===== src/rtl/ffd_arb_pkg.sv =====
// ---------------------------------------------------------------------------
// ffd_arb_pkg
// Shared definitions for the flip-flop memory arbiter:
//   state_e - two-state access FSM encoding (ARB, ACCESS)
//   RID_W   - width of requester index fields (rid, winner, pointer)
//   MAX_REQ - largest supported requester count
//   onehot  - index to one-hot helper, MAX_REQ bits wide
// ---------------------------------------------------------------------------
package ffd_arb_pkg;

  typedef enum logic {
    ARB    = 1'b0,
    ACCESS = 1'b1
  } state_e;

  localparam int RID_W   = 3;
  localparam int MAX_REQ = 8;

  // One-hot encode a requester index; callers slice down to NUM_REQ bits.
  function automatic logic [MAX_REQ-1:0] onehot(input logic [RID_W-1:0] idx);
    onehot = 8'h01 << idx;
  endfunction

endpackage


===== src/rtl/ffd_rr_pick.sv =====
// ---------------------------------------------------------------------------
// ffd_rr_pick
// Combinational round-robin picker. Chooses the first set request bit at or
// after ptr, wrapping modulo NUM_REQ.
// Optional build macro FFD_ARB_PRIO0_EN: requester 0 wins whenever it is
// requesting, regardless of ptr.
// Ports:
//   req    in  [NUM_REQ-1:0] request vector
//   ptr    in  [RID_W-1:0]   search start index
//   winner out [RID_W-1:0]   chosen requester (0 when any=0)
//   any    out               at least one request set
// ---------------------------------------------------------------------------
module ffd_rr_pick
  import ffd_arb_pkg::*;
#(
  parameter int NUM_REQ = 4
) (
  input  logic [NUM_REQ-1:0] req,
  input  logic [RID_W-1:0]   ptr,
  output logic [RID_W-1:0]   winner,
  output logic               any
);

  int dist_s;
  int best_s;

  // Pick the set request at the smallest rotated distance from ptr.
  always_comb begin
    winner = '0;
    any    = 1'b0;
    dist_s = 0;
    best_s = NUM_REQ;
    for (int i = 0; i < NUM_REQ; i++) begin
      if (req[i]) begin
        dist_s = i - int'(ptr);
        if (dist_s < 0) begin
          dist_s = dist_s + NUM_REQ;
        end else begin
          dist_s = dist_s;
        end
        if (dist_s < best_s) begin
          best_s = dist_s;
          winner = RID_W'(i);
          any    = 1'b1;
        end else begin
          best_s = best_s;
        end
      end else begin
        dist_s = dist_s;
      end
    end
`ifdef FFD_ARB_PRIO0_EN
    // Requester 0 overrides the rotation entirely.
    if (req[0]) begin
      winner = '0;
    end else begin
      winner = winner;
    end
`endif
  end

endmodule


===== src/rtl/ffd_mem_arbiter.sv =====
// ---------------------------------------------------------------------------
// ffd_mem_arbiter
// Round-robin arbiter sharing a DEPTH x WIDTH flip-flop register file between
// NUM_REQ requesters. Each granted command takes one ARB cycle and one ACCESS
// cycle, so one access completes every 2 cycles.
// Optional build macro FFD_ARB_PRIO0_EN: requester 0 has fixed top priority;
// the pointer then rotates among requesters 1..NUM_REQ-1 only.
// Ports:
//   clk    in   rising-edge clock
//   rst    in   synchronous active-high reset
//   req    in   [NUM_REQ-1:0]        per-requester request
//   we     in   [NUM_REQ-1:0]        per-requester write enable
//   addr   in   [NUM_REQ*AW-1:0]     flattened addresses
//   wdata  in   [NUM_REQ*WIDTH-1:0]  flattened write data
//   gnt    out  [NUM_REQ-1:0]        one-hot grant, high during ACCESS
//   rvalid out                       one-cycle read-data-valid pulse
//   rid    out  [2:0]                requester owning rdata
//   rdata  out  [WIDTH-1:0]          read data, held until next read
// ---------------------------------------------------------------------------
module ffd_mem_arbiter
  import ffd_arb_pkg::*;
#(
  parameter int NUM_REQ = 4,
  parameter int DEPTH   = 8,
  parameter int WIDTH   = 8,
  parameter int AW      = 3
) (
  input  logic                     clk,
  input  logic                     rst,
  input  logic [NUM_REQ-1:0]       req,
  input  logic [NUM_REQ-1:0]       we,
  input  logic [NUM_REQ*AW-1:0]    addr,
  input  logic [NUM_REQ*WIDTH-1:0] wdata,
  output logic [NUM_REQ-1:0]       gnt,
  output logic                     rvalid,
  output logic [RID_W-1:0]         rid,
  output logic [WIDTH-1:0]         rdata
);

  state_e             state_q,   state_d;
  logic [RID_W-1:0]   ptr_q,     ptr_d;
  logic [RID_W-1:0]   win_q,     win_d;
  logic [NUM_REQ-1:0] gnt_q,     gnt_d;
  logic               we_l_q,    we_l_d;
  logic [AW-1:0]      addr_l_q,  addr_l_d;
  logic [WIDTH-1:0]   wdata_l_q, wdata_l_d;
  logic               rvalid_q,  rvalid_d;
  logic [RID_W-1:0]   rid_q,     rid_d;
  logic [WIDTH-1:0]   rdata_q,   rdata_d;
  logic [WIDTH-1:0]   mem_q [DEPTH];

  logic [RID_W-1:0]   pick_winner_s;
  logic               pick_any_s;
  logic [MAX_REQ-1:0] pick_oh_s;
  logic               mem_we_s;

  ffd_rr_pick #(
    .NUM_REQ (NUM_REQ)
  ) u_pick (
    .req    (req),
    .ptr    (ptr_q),
    .winner (pick_winner_s),
    .any    (pick_any_s)
  );

  assign pick_oh_s = onehot(pick_winner_s);

  // Next-state and datapath control for the ARB/ACCESS sequence.
  always_comb begin
    state_d   = state_q;
    ptr_d     = ptr_q;
    win_d     = win_q;
    gnt_d     = '0;
    we_l_d    = we_l_q;
    addr_l_d  = addr_l_q;
    wdata_l_d = wdata_l_q;
    rvalid_d  = 1'b0;
    rid_d     = '0;
    rdata_d   = rdata_q;
    mem_we_s  = 1'b0;
    case (state_q)
      ARB: begin
        if (pick_any_s) begin
          state_d = ACCESS;
          gnt_d   = pick_oh_s[NUM_REQ-1:0];
          win_d   = pick_winner_s;
          // Latch the winner's command; later input changes are ignored.
          for (int i = 0; i < NUM_REQ; i++) begin
            if (RID_W'(i) == pick_winner_s) begin
              we_l_d    = we[i];
              addr_l_d  = addr[i*AW +: AW];
              wdata_l_d = wdata[i*WIDTH +: WIDTH];
            end else begin
              we_l_d = we_l_d;
            end
          end
        end else begin
          state_d = ARB;
        end
      end
      ACCESS: begin
        if (we_l_q) begin
          mem_we_s = 1'b1;
        end else begin
          rvalid_d = 1'b1;
          rid_d    = win_q;
          rdata_d  = mem_q[addr_l_q];
        end
`ifdef FFD_ARB_PRIO0_EN
        // Skip requester 0 in the rotation; it never needs the pointer.
        if (win_q >= RID_W'(NUM_REQ-1)) begin
          ptr_d = RID_W'(1);
        end else begin
          ptr_d = win_q + RID_W'(1);
        end
`else
        if (win_q == RID_W'(NUM_REQ-1)) begin
          ptr_d = '0;
        end else begin
          ptr_d = win_q + RID_W'(1);
        end
`endif
        state_d = ARB;
      end
      default: begin
        state_d = ARB;
      end
    endcase
  end

  // Control and output registers.
  always_ff @(posedge clk) begin
    if (rst) begin
      state_q   <= ARB;
      ptr_q     <= '0;
      win_q     <= '0;
      gnt_q     <= '0;
      we_l_q    <= 1'b0;
      addr_l_q  <= '0;
      wdata_l_q <= '0;
      rvalid_q  <= 1'b0;
      rid_q     <= '0;
      rdata_q   <= '0;
    end else begin
      state_q   <= state_d;
      ptr_q     <= ptr_d;
      win_q     <= win_d;
      gnt_q     <= gnt_d;
      we_l_q    <= we_l_d;
      addr_l_q  <= addr_l_d;
      wdata_l_q <= wdata_l_d;
      rvalid_q  <= rvalid_d;
      rid_q     <= rid_d;
      rdata_q   <= rdata_d;
    end
  end

  // Flip-flop storage array; reset wins over a pending write.
  always_ff @(posedge clk) begin
    if (rst) begin
      for (int i = 0; i < DEPTH; i++) begin
        mem_q[i] <= '0;
      end
    end else if (mem_we_s) begin
      mem_q[addr_l_q] <= wdata_l_q;
    end else begin
      mem_q[addr_l_q] <= mem_q[addr_l_q];
    end
  end

  assign gnt    = gnt_q;
  assign rvalid = rvalid_q;
  assign rid    = rid_q;
  assign rdata  = rdata_q;

endmodule


===== config.mk =====
export PLATFORM = sky130hd
export DESIGN_NAME = ffd_mem_arbiter
export DESIGN_NICKNAME = d
export VERILOG_FILES = /design/src/rtl/ffd_arb_pkg.sv /design/src/rtl/ffd_rr_pick.sv /design/src/rtl/ffd_mem_arbiter.sv
export SDC_FILE = /design/constraint.sdc
export NUM_CORES = 1
export LEC_CHECK = 0
export CAP_MARGIN = 10
export CORE_MARGIN = 2
export CORE_UTILIZATION = 25
export DETAILED_ROUTE_END_ITERATION = 8
export GPL_ROUTABILITY_DRIVEN = 0
export GPL_TIMING_DRIVEN = 0
export PLACE_DENSITY_LB_ADDON = 0.1
export SLEW_MARGIN = 20
export SYNTH_ARGS = -nofsm -noshare
export SYNTH_HDL_FRONTEND = slang
export SYNTH_HIERARCHICAL = 1
export SYNTH_SLANG_ARGS = --single-unit

===== constraint.sdc =====
create_clock -name clk -period 11.19 [get_ports clk]
set_clock_uncertainty 0.1 [all_clocks]
set_input_delay 1.6785 -clock clk [delete_from_list [all_inputs] [get_ports clk]]
set_output_delay 1.6785 -clock clk [all_outputs]
set_load 0.01 [all_outputs]

# Word level (Yosys, flattened, before mapping)
# Memory sizes are Yosys's and may differ from the RTL's. A register that Yosys moved wholly into a read port is not among the register bits.
# Index checks and enable logic that the tools add are counted.
[totals]
register_bits = 35
output_inout_bits = 16
n_memories = 1
mem_bits_rw = 64
[op_classes]
reduce_logical = 9
n_eq_ne = 4
order_cmp = 8
n_bitwise = 4
mux = 60
add_sub_neg = 9
shift = 1
[mem_list]
columns = ["name", "words", "word_bits", "rd", "rd_ports_with_merged_regs", "write_ports", "line_no", "text"]
rows = [
  ["mem_q", 8, 8, 1, 1, 8, "ffd_mem_arbiter.sv:50", "logic [WIDTH-1:0] mem_q [DEPTH];"],
]
[op_table]
columns = ["cell", "n"]
rows = [
  ["$mux 32", 14],
  ["$add 32x4->32 const B", 4],
  ["$lt 32x1->1 const B", 4],
  ["$lt 32x32->1", 3],
  ["$mux 8", 6],
  ["$mux 3", 13],
  ["$lt 32x4->1 const B", 1],
  ["$mux 1", 26],
  ["$reduce_or 8->1", 1],
  ["$sub 1x3->4 const A", 2],
  ["$sub 2x3->4 const A", 2],
  ["$eq 2x3->1 const A", 2],
  ["$reduce_or 3->1", 2],
  ["$reduce_and 2->1", 2],
  ["$reduce_bool 4->1", 1],
  ["$shl 1x3->4 const A", 1],
  ["$add 3x1->3 const B", 1],
  ["$eq 1x3->1 const A", 1],
  ["$eq 3x2->1 const B", 1],
  ["$logic_not 3->1", 1],
  ["$not 1->1", 3],
  ["$reduce_and 3->1", 1],
  ["$pmux 1 s2", 1],
  ["$reduce_or 2->1", 1],
  ["$or 1x1->1", 1],
]

# Logic depth before layout (Yosys ltp)
[depth]
depth_word = 23
depth_mapped = 28
mapped_depth_nobuf = 27

# Hierarchy
# Netlist, hierarchy kept.
[modules_own_cells]
columns = ["module", "cells_per_inst", "n_inst", "area_per_inst_um2", "seq_area_each_um2"]
rows = [
  ["ffd_mem_arbiter", 375, 1, 4936.0, 2682.6],
  ["ffd_rr_pick", 79, 1, 608.1, 0.0],
]

# Worst setup path after synthesis
# Ideal clock, no wire load.
[synth_timing]
path_type = "in2reg"
startpoint = "in req[0]"
endpoint = "reg with a tool-made name"
path_stages = 20
setup_slack_ns = 4.952
required_ns = 10.960
arrival_time_ns = 6.008
path_cell_list = "nand2_1 -> ha_1 -> nor4b_2 -> o211ai_2 -> nand2_2 -> nor2_1 -> a21oi_1 -> ha_1 -> a2111o_1 -> o21ai_2 -> nand2_1 -> or2_4 -> mux2_4 -> ha_1 -> a211o_1 -> o311ai_0 -> o21bai_1 -> clkbuf_1 -> a22o_1 -> o41a_1"
[synth_lines]
columns = ["element", "line_no", "text"]
rows = [
  ["start: declaration", "ffd_mem_arbiter.sv:30", "input logic [NUM_REQ-1:0] req,"],
]

==> run_results.csv <==
group,metric,value,unit
critical_path,r2r-start,"ptr_q[0]$_SDFFE_PP0P_",
cts,cts_hold_buf,0,
routing,drt_pass1_iterations,4,
routing,final_antenna_net_count,0,
power_and_ir_drop,p_leak,2.52,nW
cts,cts_setup_buffers,0,
finish,drive_gt1_share,10.9,%
hold_path,holdCritStartpoint,"win_q[1]$_SDFFE_PP0P_",
synthesis,synthFlopType,"edfxtp_1",
timing,grt_setup_unrepaired,"no",
floorplanning,io_pins,70,
finish,antennaDiodeCount,0,
routing,vias,4122,
timing,post-route-period-util,65.4,%
power_and_ir_drop,ir_worst_vdd,0.111,mV
critical_path,crit_fanout,10,
floorplanning,core_area,0.0218,mm2
critical_path,cp.required,11.33,ns
critical_path,endpoint_kind,"flip-flop",
synthesis,ys_seq_elements,102,
power_and_ir_drop,seq_power_share,30.0,%
placed_design,post-place-ws,3.44,ns
cts,cts-root-buf,"clkbuf_16",
cts,cts-htree-levels,3,
placed_design,place_area,0.00661,mm2
floorplanning,die_x,153,um
finish,n_fill_cell,2188,
run,maxCapViolCount,0,
cts,cts_tree,"yes",
routing,totalWireLength,17.4,mm
placed_design,port-buffer-count,69,
placed_design,post-dp-hpwl,12.7,mm
synthesis,yosys_warnings,6,
synthesis,syn_nets,525,
timing,hold_viol_final,0,
synthesis,synth_edf_count,64,
finish,syn2layout_area_growth,24.1,%
critical_path,start_kind,"input port",
finish,fin_area,0.00688,mm2
timing,finalSetupTns,0,ns
synthesis,syn_area_per_cell,12.2,um2
timing,setup_violations,0,
finish,nNetsFinal,605,
global_routing,grt.total_usage,15.2,%
timing,relSlewSlack,32.5,%
power_and_ir_drop,total_power,0.00180,W
critical_path,arrival,7.46,ns
global_routing,grt.overflow.total,0,
power_and_ir_drop,pwr-share-comb,53.5,%
power_and_ir_drop,intPower,0.00106,W
finish,seqCellArea,0.00268,mm2
routing,drc,0,
synthesis,async_flop_share,0,%
cts,clock_latency,0.35,ns
synthesis,seq_area_frac_synth,48.4,%
synthesis,synth.distinct_cells,57,
timing,fmax,0.137,GHz
global_routing,antenna_found_initial,0,
global_routing,grt_pass1_vias,4488,
cts,cts.clk_slew.worst_paths,0.07,ns
floorplanning,die_h,153,um
global_routing,grt_max_degree,17,
power_and_ir_drop,powerDensity,262,mW/mm2
timing,fin_hold_ws,0.419,ns
synthesis,syn_area,0.00554,mm2
critical_path,crit_start,"req[0]",
global_routing,grt_pass1_wl,27.0,mm
finish,multi_input_area,0.00267,mm2
power_and_ir_drop,clkPwrFrac,16.4,%
timing,period_needed,7.32,ns
power_and_ir_drop,power.switching,0.000744,W
cts,cts_resized,0,
timing,worstMarginPinSlew,1.01,ns
cts,cts_buffers,9,
critical_path,crit_type,"input port to flip-flop",
outcome,status,"finished clean",
timing,slew_viol_final,0,
synthesis,synthCells,454,
floorplanning,dieArea,0.0234,mm2
routing,avgRoutedWirePerCell,21.2,um
cts,ctsLongestPathBuffers,2,
timing,timing.final.ws_setup,3.87,ns
power_and_ir_drop,swShare,41.3,%
routing,viasPerCell,5.03,
cts,cts.sinks,102,
floorplanning,rows,54,
hold_path,min_path_type,"flip-flop to flip-flop",
routing,drt_iter0_markers,186,
floorplanning,start_util,25.4,%
## cells in the mapped netlist (3+ instances only)
cell	count	share of area [%]
a21oi_1	5	0.45
mux2i_1	3	0.54
clkbuf_1	17	1.2
edfxtp_1	64	35
mux4_1	6	2.8
o41a_1	3	0.61
buf_2	4	0.36
nand2b_1	10	1.1
nor2_1	29	2.0
a21o_1	16	2.2
ha_1	17	3.8
nand3b_1	21	2.8
nor2b_1	7	0.79
a311oi_1	9	1.4
mux4_2	10	4.1
o21bai_1	10	1.4
mux2_4	10	2.7
nand2_1	8	0.54
nand4_1	4	0.45
nor3_1	7	0.63
a22oi_1	9	1.2
nand3_1	4	0.36
dfxtp_1	38	14
o21ai_0	3	0.27
a22o_1	70	11
buf_1	9	0.61
inv_1	15	1.0
and2_1	6	0.68
nor3b_1	8	1.1
## worst max-delay path, stage by stage
cell             delay, ns
clkdlybuf4s50_1       0.60
nand2_1               0.17
ha_1                  0.33
nor4b_2               0.35
o211ai_2              0.18
nand2_2               0.19
nor2_1                0.06
a21oi_1               0.13
ha_1                  0.28
a2111o_1              0.43
o21ai_2               0.18
nand2_1               0.09
or2_4                 0.27
mux2_4                0.30
ha_1                  0.19
nand2b_1              0.14
a31oi_1               0.22
nand4_1               0.13
nand3_1               0.22
and3b_1               0.26
clkbuf_1              0.47
a22oi_1               0.23
a311oi_1              0.34
## kinds of logic after synthesis
kind of cell             Yosys count  share of synthesized area, %
AO/OA/AOI/OAI                    137                          20.5
adder cells (fa/ha/maj)           17                          3.84
flip-flops                       102                          48.4
other                              1                        0.0676
AND/OR/NAND/NOR                  118                          12.9
buffers and inverters             48                          3.84
multiplexers                      29                          10.2
XOR/XNOR                           2                         0.316
## worst paths after layout
path,end,slack (ns),cells past startpoint
setup / recovery,flip-flop,3.87,23
setup reg to reg,flip-flop,4.40,27
hold reg to reg,rid[1]$_SDFF_PP0_,0.42,1
hold / removal,rid[1]$_SDFF_PP0_,0.42,1
## layer usage
metal	vias to the layer above	track usage, %	routed length (um)
li1	1948	-	-
met1	2068	18.5	7490
met2	81	26.9	8980
met3	25	2.86	561
met4	0	4.98	318
met5	-	0	0
## cell usage in the layout (no fill, tap or decap), types with 3 or more instances in the layout
cell,netlist,routed
a22o_1,70,70
clkdlybuf4s50_1,0,69
edfxtp_1,64,64
dfxtp_1,38,38
nor2_1,29,29
nand3b_1,21,21
clkbuf_1,17,18
ha_1,17,17
a21o_1,16,16
inv_1,15,15
nand2b_1,10,10
mux4_2,10,10
mux2_4,10,10
o21bai_1,10,9
buf_1,9,9
a22oi_1,9,9
a311oi_1,9,9
clkbuf_16,0,9
nand2_1,8,8
nor3b_1,8,8
nor2b_1,7,7
mux4_1,6,6
and2_1,6,6
a21oi_1,5,5
buf_2,4,4
nor3_2,0,4
nand3_1,4,4
nand4_1,4,4
nor3_1,7,3
mux2i_1,3,3
o21ai_0,3,3
o41a_1,3,3
## layout make-up
type / instances / share of cell area (%)
flip-flops and latches: 102 / 39.0
multi-input cells: 304 / 38.9
repair buffers: 69 / 10.0
clock buffers: 11 / 3.44
clock inverters: 5 / 0.491
inverters: 15 / 0.818
well taps: 280 / 5.09
plain buffers: 33 / 2.27
## power by group through the flow
stage          Clock, W  Combinational (W)  Sequential (W)
2_1_floorplan         0           0.000662        0.000543
3_3_place_gp          0           0.000956        0.000549
3_5_place_dp          0           0.000971        0.000552
4_1_cts        0.000304           0.000976        0.000543
5_1_grt        0.000317            0.00107        0.000552
6_report       0.000296           0.000965        0.000542
## metrics by stage
| step | cells | util (%) |
|---|---|---|
| final | 819 | 31.5 |
| after global routing | 819 | 31.5 |
| after CTS | 819 | 31.5 |
| after detailed placement | 803 | 30.3 |
| after global placement | 803 | 30.2 |
| after floorplan | 454 | - |
## sequential cells by signal (all words and copies together), names as in the netlist, named ones only
signal     cells
rid            3
rdata          8
state_q        1
mem_q         64
ptr_q          3
addr_l_q       3
rvalid         1
wdata_l_q      8
gnt            4
win_q          3
we_l_q         1
(Power assumes the default switching activity.)
